==> config.mk <==
export PLATFORM = sky130hd
export DESIGN_NAME = sysid_ext
export DESIGN_NICKNAME = d
export VERILOG_FILES = /design/src/rtl/sysid_ext.sv
export SDC_FILE = /design/constraint.sdc
export NUM_CORES = 1
export LEC_CHECK = 0
export ABC_AREA = 1
export CAP_MARGIN = 5
export CORE_MARGIN = 2
export CORE_UTILIZATION = 56
export DETAILED_ROUTE_END_ITERATION = 8
export HOLD_SLACK_MARGIN = 0.08
export PLACE_DENSITY = 0.77
export SETUP_SLACK_MARGIN = 0.1
export SLEW_MARGIN = 10
export SYNTH_ARGS = -nofsm -noshare
export SYNTH_HDL_FRONTEND = slang
export SYNTH_SLANG_ARGS = --single-unit
==> constraint.sdc <==
create_clock -name clock -period 2.2 [get_ports clock]
set_input_delay 0.44 -clock clock [delete_from_list [all_inputs] [get_ports clock]]
set_output_delay 0.44 -clock clock [all_outputs]
set_load 0.02 [all_outputs]
==> src/rtl/sysid_ext.sv <==
// System ID / uptime slave on Avalon-MM: ID, build stamp, 64-bit
// uptime counter with latched high word, control and scratch regs.
module sysid_ext #(
  parameter logic [31:0] ID_VALUE    = 32'h0000_0000,
  parameter logic [31:0] TIMESTAMP   = 32'h5E73_4A36,
  parameter int          NUM_SCRATCH = 2
) (
  input  logic        clock,
  input  logic        reset_n,
  input  logic [3:0]  address,
  input  logic        read,
  input  logic        write,
  input  logic [31:0] writedata,
  input  logic [3:0]  byteenable,
  output logic [31:0] readdata,
  output logic        readdatavalid
);

  localparam logic [2:0] SCR_LAST = 3'(NUM_SCRATCH - 1);

  logic [63:0] cnt;
  logic [31:0] hi_snap;
  logic        en;
  logic [31:0] scratch [8];

  logic [2:0]  scr_idx;
  logic        scr_hit;
  logic        ctrl_wr;
  logic        clr;
  logic [31:0] rd_mux;

  assign scr_idx = address[2:0];
  assign scr_hit = address[3] && (scr_idx <= SCR_LAST);
  assign ctrl_wr = write && (address == 4'd4) && byteenable[0];
  assign clr     = ctrl_wr && writedata[1];

  always_comb begin
    rd_mux = '0;
    unique case (1'b1)
      address == 4'd0: rd_mux = ID_VALUE;
      address == 4'd1: rd_mux = TIMESTAMP;
      address == 4'd2: rd_mux = cnt[31:0];
      address == 4'd3: rd_mux = hi_snap;
      address == 4'd4: rd_mux = {31'd0, en};
      scr_hit:         rd_mux = scratch[scr_idx];
      default:         rd_mux = '0;
    endcase
  end

  always_ff @(posedge clock or negedge reset_n) begin
    if (!reset_n) begin
      readdata      <= '0;
      readdatavalid <= 1'b0;
      hi_snap       <= '0;
    end else begin
      readdatavalid <= read;
      if (read)
        readdata <= rd_mux;
      // LO read freezes the matching high word for a later HI read
      if (read && address == 4'd2)
        hi_snap <= cnt[63:32];
    end
  end

  always_ff @(posedge clock or negedge reset_n) begin
    if (!reset_n) begin
      cnt <= '0;
      en  <= 1'b1;
    end else begin
      if (clr)
        cnt <= '0;
      else if (en)
        cnt <= cnt + 64'd1;
      if (ctrl_wr)
        en <= writedata[0];
    end
  end

  always_ff @(posedge clock or negedge reset_n) begin
    if (!reset_n) begin
      for (int i = 0; i < 8; i++)
        scratch[i] <= '0;
    end else if (write && scr_hit) begin
      for (int i = 0; i < 8; i++)
        if (scr_idx == 3'(i))
          for (int b = 0; b < 4; b++)
            if (byteenable[b])
              scratch[i][8*b +: 8] <= writedata[8*b +: 8];
    end
  end

endmodule

# Word-level counts from Yosys, hierarchy flattened
# Cells that the tools add are included.
dict set report word_totals {
  regBits 386
  inputBits 44
  word_cells 98
}
dict set report op_classes {
  addsub 1
  order_cmp 2
  eq_ne 11
  n_mux 6
  bitwise_logic 1
  n_reduce_logical 40
}
# cell count
set ops {}
lappend ops {{$pmux W32 S5} 1}
lappend ops {{$mux W64} 2}
lappend ops {{$bmux W32 S3} 1}
lappend ops {{$reduce_and A3 Y1} 32}
lappend ops {{$add A64 B1 Y64 const B} 1}
lappend ops {{$mux W32} 2}
lappend ops {{$eq A3 B3 Y1 const B} 4}
lappend ops {{$eq A4 B2 Y1 const B} 2}
lappend ops {{$eq A3 B2 Y1 const B} 2}
lappend ops {{$logic_and A1 B1 Y1} 6}
lappend ops {{$eq A4 B1 Y1 const B} 1}
lappend ops {{$eq A4 B3 Y1 const B} 1}
lappend ops {{$ge A4 B4 Y1 const B} 1}
lappend ops {{$not A3 Y4} 1}
lappend ops {{$eq A3 B1 Y1 const B} 1}
lappend ops {{$le A3 B1 Y1 const B} 1}
lappend ops {{$logic_not A3 Y1} 1}
lappend ops {{$reduce_bool A2 Y1} 1}

# Longest topological paths before layout
dict set report depth {
  word_depth 5
  depth_mapped 11
  ltp_nobuf 11
}

# Worst setup path before layout
# No wires, ideal clock.
dict set report synth_timing {
  path_kind {reg-to-reg}
  start {register en}
  end {register cnt[38]}
  setup_time_ps 120
  t_arrival_ps 1509
  required_time_ps 2080
  path_slack_ps 571
  path_stages_with_launch 11
  path_buffers 1
  period_less_slack_ps 1629
  path_cell_list {dfstp_2 buf_4 nand2_1 nor2_4 nand2_4 nor2_4 nand2_2 nor2_2 nand2_1 o21ai_0 nor2_1}
}
dict set report synth_between {
  elab_chain_cells 1
}
# item line
set synth_rtl {}
lappend synth_rtl {{start, declared} 23} ;# logic en;
lappend synth_rtl {{start signal, assigned} 75} ;# en <= writedata[0];
lappend synth_rtl {{$reduce_bool A2 Y1 (no line)} -}
lappend synth_rtl {{end signal, assigned} 73} ;# cnt <= cnt + 64'd1;
lappend synth_rtl {{end, declared} 21} ;# logic [63:0] cnt;
# Every way passes these cells.
# A chain may end at the register's enable or synchronous reset.

# Final worst setup path
dict set report layout_timing {
  start {register cnt[10]}
  end {register cnt[38]}
}
dict set report layout_between {
  elab_chain_cells 3
}
# item line
set layout_rtl {}
lappend layout_rtl {{$add A64 B1 Y64} 73}
lappend layout_rtl {{$mux W64} 72} ;# else if (en)
lappend layout_rtl {{$mux W64} 70} ;# if (clr)
# Every way passes these cells. The select of a mux whose other input is x is not followed.

==> results.yml <==
global_routing:
  grt_pass1_wl_um: 45200
  overflow: 0
  grt_pass1_vias: 8443
  grt_max_degree: 80
  grt_use_total_pct: 31.6
  antenna_found_initial: 0
timing:
  timing.fmax_ghz: 0.518
  period_needed_ps: 1930
  hold_viol_final: 0
  worst_slew_pin_slew_ps: 480
  skew_ps: 11.6
  slew_violations: 0
  grt_setup_unrepaired: "no"
  post-route-period-util_pct: 87.7
  relSlewSlack_pct: 67.9
  setup_slack_ps: 270
  hold_ws_ps: 423
  setup_violations: 0
  fin_tns_setup_ps: 0
yosys:
  synth_top_area_share_pct: 48.6
  ys_ff_latch: 194
  synthFlopType: "dfrtp_1"
  synthTopCellsByArea: "dfrtp_1, nand2_1, nor2_1, o21ai_0, inv_1"
  yosys.area.top_type: "dfrtp_1"
  yosys_warnings: 0
  syn_nets: 1344
  synth_edf_count: 0
  syn_inst: 1299
  async_flop_share_pct: 100
  syn-mean-instance-area_um2: 7.66
  ys_types: 39
  synthTopCellsByCount: "nand2_1, dfrtp_1, nor2_1, o21ai_0, inv_1"
  yosysMostFrequentCell: "nand2_1"
  syn_area_um2: 9950
  yosysSeqAreaShare_pct: 48.8
clocking:
  numCtsBuffers: 17
  root_buffer: "clkbuf_16"
  cts_tree: "built"
  cts.sinks: 194
  htree_num_levels: 4
  clk_latency_ps: 440
  clockBufferDepth: 2
  path_clk_slew_ps: 80
cells_and_area:
  areaGrowthSynthToFinish_pct: 17.7
  drive_above_1_share_pct: 8.40
  final_nets: 1413
  diodes: 0
drt:
  first_pass_iters: 5
  vias: 9328
  via_per_inst: 5.81
  final_antenna_net_count: 0
  wl_um: 28400
  drt_iter0_markers: 1131
  drc_errors: 0
  wl_per_cell_um: 17.7
power_and_ir_drop:
  power_density_nw_per_um2: 720
  pwr-share-clk_pct: 36.9
  p_sw_mw: 2.58
  switching_share_pct: 30.6
  power.total_mw: 8.44
  pwr-share-seq_pct: 48.3
  internal_power_mw: 5.86
  p_comb_share_pct: 14.8
  ir_drop_mv: 0.561
  leakagePower_nw: 5.22
outcome:
  status: "finished clean"
die:
  rows: 48
  fp.dieH_um: 137
  initial_utilization_pct: 57.3
  core_area_um2: 17400
  num_io_pins: 77
  dieArea_um2: 18800
  die_width_um: 137
worst_setup_path:
  slowest_delay_ps: 510
  cp-start-kind: "flip-flop"
  cpMaxStageDelayCell: "dfrtp_1"
  path_max_fanout: 7
  crit_chain: "nand2_1 -> nor2_2 -> inv_1 -> nor2_4 -> nand2_2 -> nor2_2 -> nand2_1 -> o21ai_0 -> nor2_1"
  criticalPathCategory: "reg2reg"
  crit_family: "simple AND/OR/NAND/NOR gates"
  worst_ep_arrival_time_ps: 2260
  crit_required_ps: 2530
  critical_path_buf_inv_count: 1
  endpoint_kind: "flip-flop"
placement:
  dp_slack_ps: 20.3
  routabilityCongestion: 1.02
  io_buffers: 76
  dpl.hpwl_um: 21000
flow_run:
  cap_violations: 0
hold_path:
  hp-class: "in2async"
[through the flow]
stage | util [%] | instance area [um^2] | std cells
after floorplan | - | 9950 | 1299
after global placement | 63.9 | 11100 | 1573
after detailed placement | 63.9 | 11100 | 1573
after CTS | 67.4 | 11700 | 1606
after global routing | 67.5 | 11700 | 1606
final | 67.5 | 11700 | 1606
[power groups by stage]
stage / Clock (mW) / Combinational (mW) / Sequential, mW
after floorplan: 0 / 0.713 / 4.09
after global placement: 0 / 1.21 / 4.12
after detailed placement: 0 / 1.23 / 4.13
after CTS: 3.13 / 1.24 / 4.06
after global routing: 3.30 / 1.39 / 4.10
final: 3.11 / 1.25 / 4.08
[worst register-to-register path, stage by stage (launching register included)]
cell and delay (ps):
dfrtp_1 510, nand2_1 180, nor2_2 190, inv_1 110, nor2_4 210, nand2_2 120, nor2_2 160, nand2_1 120
o21ai_0 180, nor2_1 60
[flip-flops by register name (all words and copies together) (netlist names)]
name / count
en: 1
readdatavalid: 1
hi_snap: 32
readdata: 32
cnt: 64
scratch: 64
[logic make-up after synthesis]
kind of cell / Yosys count / synth area share (%)
compound gates: 302 / 16.2
simple gates: 623 / 27.0
buf+inv: 171 / 6.92
fa+ha+maj: 1 / 0.126
mux: 8 / 0.906
flops: 194 / 48.8
[layer usage]
layer / vias to the layer above / GRT usage [%] / part of all wire [%]
li1: 4412 / - / -
met5: - / 0 / 0
met4: 0 / 9.85 / 2.5
met2: 436 / 47.8 / 44
met3: 44 / 5.74 / 9.0
met1: 4436 / 46.5 / 44
[path summary, 6_finish.rpt]
| kind | endpoint | start | cells after the start | slack (ps) |
|---|---|---|---|---|
| min in group clock | readdata[19]$_DFFE_PN0P_ | readdata[19]$_DFFE_PN0P_ | 2 | 480 |
| max | cnt[38]$_DFFE_PN0P_ | cnt[10]$_DFFE_PN0P_ | 9 | 270 |
| min | readdata[0]$_DFFE_PN0P_ | reset_n | 2 | 420 |
| max in group asynchronous | scratch[219]$_DFFE_PN0P_ | reset_n | 3 | 1040 |
| max reg2reg | cnt[38]$_DFFE_PN0P_ | cnt[10]$_DFFE_PN0P_ | 9 | 270 |
| min reg2reg | readdata[19]$_DFFE_PN0P_ | readdata[19]$_DFFE_PN0P_ | 2 | 480 |
[cell usage in the layout, fill, tap and decap left out, types with 2 or more instances in the layout]
master           instances
nand2_1                297
dfrtp_1                192
nor2_1                 188
o21ai_0                135
inv_1                  111
clkdlybuf4s50_1         74
o21ai_1                 70
nand3_1                 55
a21oi_1                 40
o22ai_1                 31
nor3_1                  22
nor2_2                  17
clkbuf_16               17
a21boi_0                16
buf_4                   16
nand4_1                 14
buf_12                  12
nor2_4                   8
mux2_2                   8
nand3_2                  5
inv_2                    5
o21a_1                   5
inv_6                    5
clkinv_8                 4
nand2_2                  3
nand2_4                  3
nand3b_1                 3
and2_1                   3
inv_8                    3
a31oi_1                  2
clkbuf_8                 2
[repair_timing]
item,4_1_cts,5_1_grt
endpoints found under the hold margin,22,0
hold buffers,1,0
endpoints found under the setup margin,0,4
resized for setup,0,3
setup buffers,0,0
[layout make-up]
type                    instances  area, um^2
clock buffers                  18         439
clock inverters                14         159
fillers                      1455        5640
inverters                     116         435
multi-input cells             934        4410
flip-flops and latches        194        4860
well taps                     225         282
repair buffers                105        1130
Note: power is estimated with default switching activity, not from simulation.
